`src/rtl/alu_pkg.sv`:
```
// Shared types and constants for the ALU-sharing arbiter slice.
// Opcode map and FSM encodings used by the arbiter, the ALU and the bench.
package alu_pkg;

  localparam int ALU_W = 8;

  localparam logic [2:0] OP_ADD  = 3'b000;
  localparam logic [2:0] OP_SUB  = 3'b001;
  localparam logic [2:0] OP_AND  = 3'b010;
  localparam logic [2:0] OP_OR   = 3'b011;
  localparam logic [2:0] OP_XOR  = 3'b100;
  localparam logic [2:0] OP_NOTA = 3'b101;
  localparam logic [2:0] OP_SHL  = 3'b110;
  localparam logic [2:0] OP_SHR  = 3'b111;

  typedef enum logic [1:0] {
    IDLE = 2'd0,
    EXEC = 2'd1,
    RESP = 2'd2
  } state_e;

endpackage

```
`src/rtl/alu_share_arbiter_if.sv`:
```
// Request/response and ALU-side bundle of the shared-ALU arbiter.
// master = requesters plus ALU, slave = arbiter.
interface alu_share_arbiter_if #(
  parameter int N_REQ = 2,
  parameter int W     = 8
);

  logic [N_REQ-1:0]   req_valid;
  logic [N_REQ-1:0]   req_ready;
  logic [N_REQ*W-1:0] req_a;
  logic [N_REQ*W-1:0] req_b;
  logic [N_REQ*3-1:0] req_s;

  logic [W-1:0]       alu_a;
  logic [W-1:0]       alu_b;
  logic [2:0]         alu_s;
  logic [W-1:0]       alu_r;

  logic [N_REQ-1:0]   rsp_valid;
  logic [N_REQ-1:0]   rsp_ready;
  logic [W-1:0]       rsp_data;
  logic               busy;

  modport master (
    output req_valid, req_a, req_b, req_s,
    output rsp_ready, alu_r,
    input  req_ready, alu_a, alu_b, alu_s,
    input  rsp_valid, rsp_data, busy
  );

  modport slave (
    input  req_valid, req_a, req_b, req_s,
    input  rsp_ready, alu_r,
    output req_ready, alu_a, alu_b, alu_s,
    output rsp_valid, rsp_data, busy
  );

endinterface

```
`src/rtl/rr_pick.sv`:
```
// Combinational round-robin picker: first set bit of req_i at or
// after ptr_i, ascending and wrapping.
module rr_pick #(
  parameter int N  = 2,
  parameter int PW = (N > 1) ? $clog2(N) : 1
) (
  input  logic [N-1:0]  req_i,
  input  logic [PW-1:0] ptr_i,
  output logic [PW-1:0] gnt_o,
  output logic          gnt_vld_o
);

  int            idx;
  logic [PW-1:0] idx_w;

  // Scan from farthest to nearest so the nearest hit wins.
  always_comb begin
    gnt_o     = '0;
    gnt_vld_o = 1'b0;
    idx       = 0;
    idx_w     = '0;
    for (int k = N - 1; k >= 0; k--) begin
      idx = int'(ptr_i) + k;
      if (idx >= N) idx = idx - N;
      idx_w = PW'(idx);
      if (req_i[idx_w]) begin
        gnt_o     = idx_w;
        gnt_vld_o = 1'b1;
      end
    end
  end

endmodule

```
`src/rtl/alu_share_arbiter.sv`:
```
// Round-robin sharing of one combinational ALU between N_REQ
// requesters; one op in flight, IDLE -> EXEC -> RESP.
module alu_share_arbiter
  import alu_pkg::*;
#(
  parameter int N_REQ = 2,
  parameter int W     = ALU_W
) (
  input  logic              clk,
  input  logic              rst,
  alu_share_arbiter_if.slave bus
);

  localparam int PW = (N_REQ > 1) ? $clog2(N_REQ) : 1;
  localparam logic [N_REQ-1:0] ONE = N_REQ'(1);

  state_e           state_q;
  logic [PW-1:0]    ptr_q;
  logic [PW-1:0]    gnt_q;
  logic [W-1:0]     a_q;
  logic [W-1:0]     b_q;
  logic [2:0]       s_q;
  logic [W-1:0]     res_q;
  logic [N_REQ-1:0] rsp_valid_q;
  logic             busy_q;

  logic [PW-1:0]    pick;
  logic             pick_vld;
  logic             accept;
  logic [PW-1:0]    ptr_d;

  rr_pick #(
    .N  (N_REQ),
    .PW (PW)
  ) u_pick (
    .req_i     (bus.req_valid),
    .ptr_i     (ptr_q),
    .gnt_o     (pick),
    .gnt_vld_o (pick_vld)
  );

  assign accept = (state_q == IDLE) && pick_vld;
  assign ptr_d  = (pick == PW'(N_REQ - 1)) ? '0 : pick + 1'b1;

  assign bus.req_ready = accept ? (ONE << pick) : '0;
  assign bus.alu_a     = a_q;
  assign bus.alu_b     = b_q;
  assign bus.alu_s     = s_q;
  assign bus.rsp_valid = rsp_valid_q;
  assign bus.rsp_data  = res_q;
  assign bus.busy      = busy_q;

  always_ff @(posedge clk) begin
    if (rst) begin
      state_q     <= IDLE;
      ptr_q       <= '0;
      gnt_q       <= '0;
      a_q         <= '0;
      b_q         <= '0;
      s_q         <= '0;
      res_q       <= '0;
      rsp_valid_q <= '0;
      busy_q      <= 1'b0;
    end else begin
      unique case (state_q)
        IDLE: begin
          if (pick_vld) begin
            a_q     <= bus.req_a[int'(pick)*W +: W];
            b_q     <= bus.req_b[int'(pick)*W +: W];
            s_q     <= bus.req_s[int'(pick)*3 +: 3];
            gnt_q   <= pick;
            ptr_q   <= ptr_d;
            busy_q  <= 1'b1;
            state_q <= EXEC;
          end
        end
        EXEC: begin
          res_q       <= bus.alu_r;
          rsp_valid_q <= ONE << gnt_q;
          state_q     <= RESP;
        end
        RESP: begin
          // Only the granted requester's ready ends the response.
          if (bus.rsp_ready[gnt_q]) begin
            rsp_valid_q <= '0;
            busy_q      <= 1'b0;
            state_q     <= IDLE;
          end
        end
        default: begin
          rsp_valid_q <= '0;
          busy_q      <= 1'b0;
          state_q     <= IDLE;
        end
      endcase
    end
  end

endmodule

```
`src/flat_wrapper.sv`:
```
// flat-port wrapper written by rule: the top's interface ports become plain ports
module alu_share_arbiter_flat import alu_pkg::*;
#(
  parameter int N_REQ = 2,
  parameter int W     = ALU_W
)
  (clk, rst, bus_req_valid, bus_req_a, bus_req_b, bus_req_s, bus_rsp_ready, bus_alu_r, bus_req_ready, bus_alu_a, bus_alu_b, bus_alu_s, bus_rsp_valid, bus_rsp_data, bus_busy);
  alu_share_arbiter_if #(.N_REQ(N_REQ), .W(W)) bus_i ();
  input  logic clk;
  input  logic rst;
  input wire logic [$bits(bus_i.req_valid)-1:0] bus_req_valid;
  input wire logic [$bits(bus_i.req_a)-1:0] bus_req_a;
  input wire logic [$bits(bus_i.req_b)-1:0] bus_req_b;
  input wire logic [$bits(bus_i.req_s)-1:0] bus_req_s;
  input wire logic [$bits(bus_i.rsp_ready)-1:0] bus_rsp_ready;
  input wire logic [$bits(bus_i.alu_r)-1:0] bus_alu_r;
  output wire logic [$bits(bus_i.req_ready)-1:0] bus_req_ready;
  output wire logic [$bits(bus_i.alu_a)-1:0] bus_alu_a;
  output wire logic [$bits(bus_i.alu_b)-1:0] bus_alu_b;
  output wire logic [$bits(bus_i.alu_s)-1:0] bus_alu_s;
  output wire logic [$bits(bus_i.rsp_valid)-1:0] bus_rsp_valid;
  output wire logic [$bits(bus_i.rsp_data)-1:0] bus_rsp_data;
  output wire logic [$bits(bus_i.busy)-1:0] bus_busy;
  assign bus_i.req_valid = bus_req_valid;
  assign bus_i.req_a = bus_req_a;
  assign bus_i.req_b = bus_req_b;
  assign bus_i.req_s = bus_req_s;
  assign bus_i.rsp_ready = bus_rsp_ready;
  assign bus_i.alu_r = bus_alu_r;
  assign bus_req_ready = bus_i.req_ready;
  assign bus_alu_a = bus_i.alu_a;
  assign bus_alu_b = bus_i.alu_b;
  assign bus_alu_s = bus_i.alu_s;
  assign bus_rsp_valid = bus_i.rsp_valid;
  assign bus_rsp_data = bus_i.rsp_data;
  assign bus_busy = bus_i.busy;
  alu_share_arbiter #(.N_REQ(N_REQ), .W(W)) u_core (.clk(clk), .rst(rst), .bus(bus_i));
endmodule
```
`config.mk`:
```
export PLATFORM = sky130hd
export DESIGN_NAME = alu_share_arbiter_flat
export DESIGN_NICKNAME = d
export VERILOG_FILES = /design/src/rtl/alu_pkg.sv /design/src/rtl/alu_share_arbiter_if.sv /design/src/rtl/rr_pick.sv /design/src/rtl/alu_share_arbiter.sv /design/src/flat_wrapper.sv
export SDC_FILE = /design/constraint.sdc
export NUM_CORES = 1
export LEC_CHECK = 0
export ABC_AREA = 0
export BUFFER_PORTS_ARGS = -buffer_cell sky130_fd_sc_hd__buf_2
export CAP_MARGIN = 5
export CORE_UTILIZATION = 44
export CTS_CLUSTER_SIZE = 20
export DETAILED_ROUTE_END_ITERATION = 16
export PLACE_DENSITY = 0.79
export SETUP_SLACK_MARGIN = 0.05
export SYNTH_ARGS = -nofsm -noshare
export SYNTH_HDL_FRONTEND = slang
export SYNTH_SLANG_ARGS = --single-unit
export TNS_END_PERCENT = 30
```
`constraint.sdc`:
```
create_clock -name clk -period 1.3 [get_ports clk]
set_input_delay 0 -clock clk [delete_from_list [all_inputs] [get_ports clk]]
set_output_delay 0 -clock clk [all_outputs]
set_load 0.005 [all_outputs]
```
== Word-level counts from Yosys, hierarchy flattened ==
Index checks and enable logic that the tools add are counted.
Storage, ports and cells
  register bits: 34
  bits in latches: 0
  RAM bits: 0
  bits in read-only memories: 0
  bits of input ports: 52
  output and inout bits: 32
  word-level logic and storage cells: 57
  memories: 0
Cells by class
  add/subtract/negate cells: 4
  multipliers: 1
  divide/modulo/power cells: 0
  order comparisons: 5
  eq/ne operators: 4
  shift operators: 5
  muxes and demuxes: 21
  bitwise gates (word level): 2
  reductions and logical operators: 6
Operator list (count)
  16-bit by 5-bit indexed part select with 8-bit output: 2
  6-bit by 32-bit indexed part select with 3-bit output: 1
  1-bit 2-to-1 mux: 15
  2-bit case mux with 3 select lines: 2
  1-bit by 2-bit < comparator with 1-bit output, second input constant: 3
  2-bit 2-to-1 mux: 3
  2-bit AND reduction: 3
  2-bit by 1-bit inequality test with 1-bit output, second input constant: 2
  1-bit by 1-bit left shift with 2-bit output, first input constant: 2
  1-bit by 2-bit multiplier with 3-bit output, second input constant: 1
  1-bit case mux with 3 select lines: 1
  3-bit AND reduction: 1
  1-bit by 1-bit adder with 2-bit output, second input constant: 1
  2-bit by 1-bit == test with 1-bit output, second input constant: 1
  2-bit == test, second input constant: 1
  1-bit by 2-bit greater-or-equal comparator with 1-bit output, second input constant: 1
  2-bit greater-or-equal comparator, second input constant: 1
  2-bit logical NOT: 1
  1-bit NOT: 2
  1-bit subtractor, second input constant: 2
  1-bit adder, second input constant: 1
  1-bit logical AND: 1

== Logic depth before layout (Yosys ltp) ==
Gate-level depths: netlist of the first run.
  depth in word-level cells: 9
  gate-level depth with buffers: 5
  depth with buffers taken out: 3

== Modules after synthesis ==
Synthesis of the first run repeated with hierarchy kept, for this count alone.
Second synthesis, totals
  cells, all modules: 147
  area total of the unflattened synthesis: 1562.7 µm²
Modules (own cells, without submodules)
  alu_share_arbiter: times used 1, cells each 144, area each 1545.2 µm², sequential area each 680.7 µm²
  rr_pick: times used 1, cells each 3, area each 17.5 µm², sequential area each 0.0 µm²

== Worst setup path before layout of the first run ==
No wires, ideal clock.
  path kind: reg2reg
  start point: register u_core.state_q[1]
  end point: register u_core.a_q[1] (netlist: u_core.bus.alu_a[1])
  setup time: 133 ps
  data arrival time: 1022 ps
  required time: 1167 ps
  slack: 145 ps
  stages on the path, launching flop included: 6
  buffers on the path: 2
  clock period less this slack: 1155 ps
  cell sequence: dfxtp_1 -> buf_2 -> or2_4 -> buf_6 -> o21ai_1 -> a31oi_1
On the way
  longest elaborated chain between the ends: 2
Ends and longest elaborated chain
  from (decl): RTL line alu_share_arbiter.sv:17  | state_e state_q;
  from (signal assigned): RTL line alu_share_arbiter.sv:55  | state_q <= IDLE;
  from (signal assigned): RTL line alu_share_arbiter.sv:74  | state_q <= EXEC;
  from (signal assigned): RTL line alu_share_arbiter.sv:80  | state_q <= RESP;
  2-bit logical NOT: RTL line alu_share_arbiter.sv:65  | unique case (state_q)
  2-bit AND reduction (no line)
  to (signal assigned): RTL line alu_share_arbiter.sv:68  | a_q <= bus.req_a[int'(pick)*W +: W];
  to (decl): RTL line alu_share_arbiter.sv:20  | logic [W-1:0] a_q;
Every way passes these cells.
A chain may end at the register's enable or synchronous reset.

== Worst setup path after layout of the first run ==
  start point: register u_core.state_q[0]
  end point: output port bus_req_ready[0]
On the way
  longest elaborated chain between the ends: 3
Ends and longest elaborated chain
  2-bit logical NOT: RTL line alu_share_arbiter.sv:42  | assign accept = (state_q == IDLE) && pick_vld;
  1-bit logical AND: RTL line alu_share_arbiter.sv:42
  2-bit 2-to-1 mux: RTL line alu_share_arbiter.sv:45  | assign bus.req_ready = accept ? (ONE << pick) : '0;
  to (decl): RTL line flat_wrapper.sv:17  | output wire logic [$bits(bus_i.req_ready)-1:0] bus_req_ready;
Every way passes these cells.

==> flow_summary.json, run 1 <==
{
  "status": "finished with violations",
  "violations": "setup timing",
  "arrival_ps": 1310,
  "hold_violations": 0,
  "top_usage_layer": "met2",
  "drt-initial-drc-count": 101,
  "p_leak_nw": 1.15,
  "crit_path_end_kind": "output port",
  "antenna_found_initial": 0,
  "clock-sinks": 34,
  "synth-simple-area-share": 0.240,
  "core.rowCount": 21,
  "critPathLaunchType": "register",
  "via_per_inst": 5.44,
  "clk_latency_ps": 330,
  "yosysUniqueCellTypes": 22,
  "gp_congestion": 0.689,
  "grt_max_degree": 35,
  "initial_utilization": 0.460,
  "slowest_stage": "dfxtp_4",
  "ff2ff_path_depth": 4,
  "skew_ps": 13.3,
  "path_buf_inv": 3,
  "ir_drop_mv": 0.582,
  "power_density_nw_per_um2": 995,
  "avgSynthCellArea_um2": 8.23,
  "die_w_um": 61.3,
  "root_buffer": "clkbuf_4",
  "synth_xor_area_frac": 0,
  "drv_cap": 0,
  "synthMuxAreaShare": 0.0129,
  "ys.warnings.count": 0,
  "hpwl_mm": 2.83,
  "synthAdderAreaFrac": 0,
  "globalRoute.totalOverflow": 0,
  "drt-pass1-iter-count": 4,
  "design.core.area_um2": 3360,
  "synth_area_leaders": "dfxtp_1 44%, a31oi_1 7.7%, nand4_1 7.7%",
  "clk_pin_slew_ps": 100,
  "dieHeight_um": 61.3,
  "post-route-period-util": 1.01,
  "synth_top_family_by_area": "simple AND/OR/NAND/NOR gates",
  "place.port_buffers": 83,
  "grt_pass1_wl_mm": 8.22,
  "utilization": 0.769,
  "cp_max_fo": 4,
  "synth_area_um2": 1550,
  "tightestPinTransition_ps": 610,
  "required_ps": 1300,
  "worstSetupPathType": "reg2out",
  "met1_usage": 0.358,
  "timing.fmax_ghz": 0.762,
  "antenna_left": 0,
  "routed_wl_mm": 5.41,
  "drcViolationCount": 0,
  "drive_gt1_frac": 0.368,
  "max_slew_margin": 0.594,
  "grt_pass1_vias": 1779,
  "fp.dieArea_um2": 3760,
  "min_path_cells": 4,
  "vias": 1996,
  "io_pins": 84,
  "routedWlPerCell_um": 14.7,
  "timing.final.ws_setup_ps": -11.8,
  "final_cell_count_no_fill": 367,
  "grt_use_met2": 0.492,
  "crit_path_cell_trace": "a211oi_4, buf_6, nand2_4, inv_2, buf_2",
  "cts-buffers-inserted": 5,
  "area_delta_synth_final_pct": 67.2,
  "synth.top_cell.area_share": 0.440,
  "synth_cells": 188,
  "dp.cells": 308,
  "setup_viol": 2,
  "fillers": 244,
  "diodes": 0,
  "use_met3": 0.0945,
  "layout.nets": 372,
  "crit_cells": 5,
  "htreeDepth": 2,
  "min_period_ps": 1310,
  "hp-class": "in2reg",
  "ys_ff_latch": 34,
  "yosysSeqAreaShare": 0.440,
  "cts_buffer_depth": 2,
  "cts_tree": "done",
  "maxSlewViolCount": 0,
  "synth_compound_gate_area_share": 0.214,
  "track_usage": 0.303,
  "synth_fp_nets": 240,
  "crit_family": "flip-flops",
  "synth.largest_area_cell": "dfxtp_1",
  "rsz0062_at_grt": "yes",
  "slowest_delay_ps": 380
}
==> Yosys cell counts <==
cell type and count:
a211oi_4 1, nand3_1 20, a21oi_1 13, a31oi_1 19
buf_6 5, or2_1 1, clkbuf_1 7, dfxtp_1 34
mux2i_1 2, a221oi_1 1, or2_4 1, a21o_1 1
nor2_2 1, nand4_1 19, nand3b_1 3, o21ai_1 22
nor2b_1 1, inv_1 3, nor2_1 2, nand2_1 17
nand2b_1 5, buf_2 10
==> routing by layer <==
metal  share of wire  routed length, um
met3           0.081                439
met4           0.035                189
met5               0                  0
met2            0.50               2710
met1            0.38               2080
==> final timing paths <==
kind | to | startpoint | slack, ps
max | bus_req_ready[0] | u_core.state_q[0] | -10
min | u_core.state_q[1] | bus_rsp_ready[1] | 10
max reg2reg | u_core.bus.alu_b[4] | u_core.state_q[0] | -10
min reg2reg | u_core.bus.rsp_data[7] | u_core.bus.rsp_data[7] | 460
==> kinds of logic after synthesis <==
group / count (synthesis)
AND/OR/NAND/NOR: 70
multiplexers: 2
AO/OA/AOI/OAI: 57
flip-flops: 34
buffers and inverters: 25
==> worst reg2reg max path, cell delays in order, from the launching register on <==
cell and delay (ps):
dfxtp_4 380, buf_4 140, or2_4 350, o21ai_1 200, a31oi_1 110
==> what timing repair did <==
action	in CTS	in global routing
endpoints found under the hold margin	27	0
pin swaps	1	3
hold buffers	46	0
resized for setup	12	3
setup endpoints to repair	3	27
setup buffers	5	0
==> per-stage QoR <==
stage	area (um^2)	power (mW)	worst slack, ps	TNS (ps)	hold WS (ps)
6_report	2590	2.57	-11.8	-20.6	14.4
5_1_grt	2590	2.72	-60.1	-349	26.8
4_1_cts	2570	2.55	15.5	0	44.2
3_5_place_dp	1980	1.80	91.0	0	253
3_3_place_gp	1980	1.79	146	0	245
2_1_floorplan	1550	1.58	145	0	136
==> layout make-up <==
| class | count | area [um^2] | share of cell area |
|---|---|---|---|
| clock buffer | 7 | 55.1 | 0.0213 |
| tap | 46 | 57.6 | 0.0223 |
| clock inverter | 1 | 5.00 | 0.00194 |
| timing repair buffer | 147 | 1030 | 0.397 |
| multi-input combinational | 129 | 742 | 0.287 |
| inverter | 3 | 11.3 | 0.00435 |
| sequential | 34 | 689 | 0.267 |
==> registers in the layout, indices dropped and copies added, names as in the netlist <==
signal and count:
u_core.bus.rsp_valid 2, u_core.state_q 2, u_core.bus.busy 1, u_core.bus.alu_a 8, u_core.bus.alu_s 3, u_core.gnt_q 1, u_core.ptr_q 1, u_core.bus.alu_b 8
u_core.bus.rsp_data 8
==> power breakdown <==
group / leakage, nW / switching [mW] / internal, mW
Sequential: 0.281 / 0.0609 / 1.14
Clock: 0.0353 / 0.342 / 0.262
Combinational: 0.836 / 0.370 / 0.403
Total: 1.15 / 0.773 / 1.80
==> cell usage in the layout (no fill, tap or decap), types with 2 or more instances in the layout <==
cell type,n
a21oi_1,13
a31oi_1,19
buf_2,83
buf_4,14
buf_6,4
clkbuf_4,5
dfxtp_1,31
dfxtp_4,2
dlygate4sd3_1,46
inv_1,2
nand2_1,16
nand2b_1,5
nand3_1,20
nand3b_1,3
nand4_1,19
nor2_1,2
o21ai_1,21
(Power assumes the default switching activity.)
==> run 2: changes to the inputs <==
CORE_UTILIZATION = 47   (was 44)
PLACE_DENSITY = 0.84   (was 0.79)
clock period = 1.65 ns   (was 1.3 ns; I/O delays follow)
==> run 2 against run 1 <==
Hold slack better by 21 ps. Highest routed layer unchanged. The flow now finishes without violations. Power is 23% lower. Sequential cell count stayed put. Final area is 4.2% lower. Critical path type unchanged.
==> flow_summary.json, run 2 (synthesis results as in run 1) <==
{
  "status": "finished clean",
  "mostFrequentLayoutCells": "83 x buf_2, 46 x dlygate4sd3_1, 33 x dfxtp_1, 22 x o21ai_1, 20 x nand3_1",
  "drive_gt1_frac": 0.328,
  "cp_max_fo": 12,
  "required_ps": 1650,
  "post-route-period-util": 0.878,
  "hp-class": "in2reg",
  "tightestPinTransition_ps": 618,
  "globalRoute.totalOverflow": 0,
  "setup_viol": 0,
  "maxSlewViolCount": 0,
  "layout_commonest_cell": "buf_2",
  "clk_pin_slew_ps": 100,
  "cts-buffers-inserted": 5,
  "r2r-end": "u_core.bus.alu_b[4]",
  "track_usage": 0.320,
  "dieHeight_um": 59.4,
  "diodes": 0,
  "drt-initial-drc-count": 141,
  "layout.nets": 362,
  "hold_violations": 0,
  "antenna_found_initial": 0,
  "drv_cap": 0,
  "area_delta_synth_final_pct": 60.3,
  "core.rowCount": 20,
  "antenna_left": 0,
  "drt-pass1-iter-count": 4,
  "dpl_cell_area_um2": 1960,
  "fp.dieArea_um2": 3520,
  "design.core.area_um2": 3080,
  "root_buffer": "clkbuf_4",
  "hold_start": "bus_req_valid[0]",
  "grt_pass1_wl_mm": 8.29,
  "grt_pass1_vias": 1873,
  "routedWlPerCell_um": 14.8,
  "dp.cells": 301,
  "skew_ps": 11.0,
  "power_density_nw_per_um2": 796,
  "via_per_inst": 5.45,
  "worstSetupPathType": "reg2out",
  "design_area_um2": 2480,
  "cts_tree": "done",
  "clk_latency_ps": 330,
  "initial_utilization": 0.502,
  "rsz0062_at_grt": "no",
  "final_cell_count_no_fill": 355,
  "crit_path_end_kind": "output port",
  "grt_max_degree": 35,
  "critPathLaunchType": "register",
  "arrival_ps": 1450,
  "min_path_cells": 3,
  "vias": 1933,
  "hold_path_end": "u_core.bus.alu_a[5]",
  "reg2reg_slack_ps": 280,
  "timing.fmax_ghz": 0.690,
  "hpwl_mm": 2.72,
  "total_power_mw": 1.97,
  "tns_ps": 0,
  "die_w_um": 59.4,
  "whs_ps": 35.9,
  "ff2ff_path_depth": 4,
  "cts_buffer_depth": 2,
  "clock-sinks": 34,
  "max_slew_margin": 0.588,
  "r2r-start": "u_core.ptr_q",
  "routed_wl_mm": 5.25,
  "place.port_buffers": 83,
  "ir_drop_mv": 0.440,
  "io_pins": 84,
  "p_leak_nw": 1.09,
  "drcViolationCount": 0,
  "min_period_ps": 1450,
  "gp_congestion": 0.696,
  "htreeDepth": 2
}
## run 2: worst max path at each step
stage	startpoint	end	slack, ps	cells past startpoint
2_1_floorplan	u_core.state_q[1]	u_core.bus.alu_a[1]	500	5
5_1_grt	u_core.state_q[0]	bus_req_ready[0]	70	5
3_3_place_gp	u_core.state_q[0]	u_core.bus.rsp_data[3]	320	3
3_5_place_dp	u_core.state_q[0]	u_core.bus.rsp_data[1]	310	3
4_1_cts	u_core.state_q[0]	bus_req_ready[0]	140	5
6_report	u_core.state_q[0]	bus_req_ready[0]	200	5
## run 2: what timing repair did
| action | 4_1_cts | 5_1_grt |
|---|---|---|
| hold buffers | 46 | 0 |
| setup buffers | 0 | 0 |
| hold endpoints to repair | 27 | 0 |
| gates resized for setup | 0 | 1 |
| setup endpoints to repair | 0 | 1 |
## run 2: final cells by class
class / count / area, um^2
Sequential cell: 34 / 682
Inverter: 3 / 11.3
Clock inverter: 1 / 5.00
Multi-Input combinational cell: 129 / 722
Timing Repair Buffer: 137 / 948
Fill cell: 205 / 599
Tap cell: 44 / 55.1
Clock buffer: 7 / 55.1
## run 2: critical path, stage by stage, from the launching register on
cell and delay (ps):
dfxtp_2 400, a211oi_4 250, buf_4 220, nand2_1 80
inv_1 70, buf_2 100
## run 2: layer usage
layer,vias up,track usage,wire (um)
met5,-,0,0
met4,0,0.201,212
met3,24,0.0873,345
met2,106,0.535,2680
met1,871,0.357,2020
li1,932,-,-
## run 2: stage by stage
| stage | setup slack, ps | util |
|---|---|---|
| final | 201 | 0.805 |
| after global routing | 72.3 | 0.805 |
| after CTS | 135 | 0.805 |
| after detailed placement | 310 | 0.636 |
| after global placement | 323 | 0.636 |
| after floorplan | 495 | - |
## run 2: power by group
| part | total, mW | switching (mW) | internal [mW] | leakage, nW |
|---|---|---|---|---|
| Sequential | 0.947 | 0.0516 | 0.895 | 0.280 |
| Clock | 0.476 | 0.270 | 0.206 | 0.0353 |
| Combinational | 0.550 | 0.270 | 0.280 | 0.780 |
| Total | 1.97 | 0.591 | 1.38 | 1.09 |
==> run 3: changes to the inputs <==
CAP_MARGIN = default   (was 5)
CTS_BUF_LIST = sky130_fd_sc_hd__clkbuf_16   (was default)
==> run 3 against run 2 <==
Maximum frequency is 0.96% higher. Critical path type unchanged. Final area is 11% lower. Sequential cell count stayed put. Largest power group unchanged. Sequential share of layout area is 3.5 points higher. Non-clock buffer count is 36 lower. Wire length is 22% lower. Register-to-register slack better by 30 ps. Power is 15% higher. Hold slack worse by 31 ps. Largest cell class is now multi-input combinational cells.
==> flow_summary.json, run 3 (synthesis results as in run 1) <==
{
  "hp-class": "in2reg",
  "globalRoute.totalOverflow": 0,
  "clock-sinks": 34,
  "slowest_stage": "dfxtp_1",
  "arrival_ps": 1440,
  "fillers": 268,
  "maxSlewViolCount": 0,
  "hpwl_mm": 2.72,
  "routedWlPerCell_um": 12.9,
  "final_cell_count_no_fill": 319,
  "drt-initial-drc-count": 111,
  "htreeDepth": 2,
  "pwr-share-comb": 0.205,
  "p_int_mw": 1.66,
  "grt_pass1_wl_mm": 6.62,
  "design_area_um2": 2190,
  "regArea_um2": 681,
  "ir_drop_mv": 0.621,
  "die_w_um": 59.4,
  "seqPwrFrac": 0.419,
  "tightestPinTransition_ps": 593,
  "hold_violations": 0,
  "grt_pass1_vias": 1501,
  "status": "finished clean",
  "design.core.area_um2": 3080,
  "switchingPower_uw": 599,
  "post-route-period-util": 0.870,
  "min_period_ps": 1440,
  "initial_utilization": 0.502,
  "switching_share": 0.265,
  "dpl_cell_area_um2": 1960,
  "io_pins": 84,
  "worstSetupPathType": "reg2out",
  "critPathLaunchType": "register",
  "drive_gt1_frac": 0.364,
  "vias": 1702,
  "via_per_inst": 5.34,
  "clk_latency_ps": 270,
  "p_leak_nw": 0.981,
  "place.port_buffers": 83,
  "cts_buffer_depth": 2,
  "drcViolationCount": 0,
  "power_density_nw_per_um2": 1030,
  "max_slew_margin": 0.605,
  "cp_max_fo": 12,
  "crit_path_cell_trace": "a211oi_4, buf_4, nand2_1, inv_1, buf_2",
  "fp.dieArea_um2": 3520,
  "area_delta_synth_final_pct": 41.9,
  "required_ps": 1650,
  "tns_ps": 0,
  "track_usage": 0.251,
  "multiInputGateArea_um2": 722,
  "mostFrequentLayoutCells": "83 x buf_2, 34 x dfxtp_1, 22 x o21ai_1, 20 x nand3_1",
  "gp_congestion": 0.696,
  "layout.nets": 326,
  "skew_ps": 5.35,
  "dieHeight_um": 59.4,
  "core.rowCount": 20,
  "dp.cells": 301,
  "pwr-share-clk": 0.376,
  "crit_path_end_kind": "output port",
  "diodes": 0,
  "cts_tree": "done",
  "drv_cap": 0,
  "slowest_delay_ps": 420,
  "routed_wl_mm": 4.11,
  "antenna_found_initial": 0,
  "drt-pass1-iter-count": 4,
  "clk_pin_slew_ps": 50,
  "root_buffer": "clkbuf_16",
  "layout_commonest_cell": "buf_2",
  "antenna_left": 0,
  "grt_max_degree": 35,
  "timing.fmax_ghz": 0.697,
  "setup_viol": 0,
  "total_power_mw": 2.26,
  "rsz0062_at_grt": "no",
  "cts-buffers-inserted": 5
}
-- run 3: cell types whose count changed in the layout (fill, tap and decap cells not counted), sizes merged --
cell,previous run,this run
clkinv,1,2
clkbuf,7,5
dlygate4sd3,46,10
inv,3,4
-- run 3: worst max-delay path: cells and delay by family (launching register included) --
family	cells	cell delay, ps
buffers and inverters	3	380
AOI/OAI and AO/OA	1	280
DFF	1	420
and+or+nand+nor	1	80
-- run 3: power groups by stage --
| stage | logic (mW) | registers (mW) | clock network (mW) |
|---|---|---|---|
| floorplan | 0.286 | 0.955 | 0 |
| CTS | 0.464 | 0.946 | 0.870 |
| global route | 0.515 | 0.957 | 0.913 |
| detailed placement | 0.445 | 0.961 | 0 |
| global placement | 0.441 | 0.960 | 0 |
| finish | 0.464 | 0.947 | 0.852 |
-- run 3: what timing repair did --
item                      4_1_cts  5_1_grt
hold buffers                   10        0
hold endpoints to repair       10        0
setup buffers                   0        0
gates resized for setup         0        0
-- run 3: path summary, 6_finish.rpt --
check	depth (start not counted)	startpoint	end	slack, ps
min reg2reg	2	u_core.bus.rsp_data[5]	u_core.bus.rsp_data[5]	450
max	5	u_core.state_q[0]	bus_req_ready[0]	210
min	3	bus_req_a[3]	u_core.bus.alu_a[3]	5
max reg2reg	3	u_core.state_q[0]	u_core.bus.rsp_data[6]	310
-- run 3: stage by stage --
stage | setup WS [ps] | hold WS (ps) | utilization
2_1_floorplan | 495 | 136 | -
3_3_place_gp | 323 | 243 | 0.636
3_5_place_dp | 310 | 246 | 0.636
4_1_cts | 220 | 0.103 | 0.713
5_1_grt | 81.0 | 8.40 | 0.713
6_report | 215 | 4.91 | 0.713
-- run 3: area by class of cell --
cell class	instances	share of cell area
multi-input cells	129	0.329
flip-flops and latches	34	0.310
repair buffers	101	0.268
clock buffers	5	0.0570
well taps	44	0.0251
clock inverters	3	0.00570
inverters	3	0.00513
-- run 3: metal layers --
layer  up-vias  global-route usage  routed length [um]
met5         -                   0                   0
met4         0              0.0782                  19
met3         2              0.0742                 308
met2        79               0.430                2060
met1       761               0.301                1720
li1        860                   -                   -
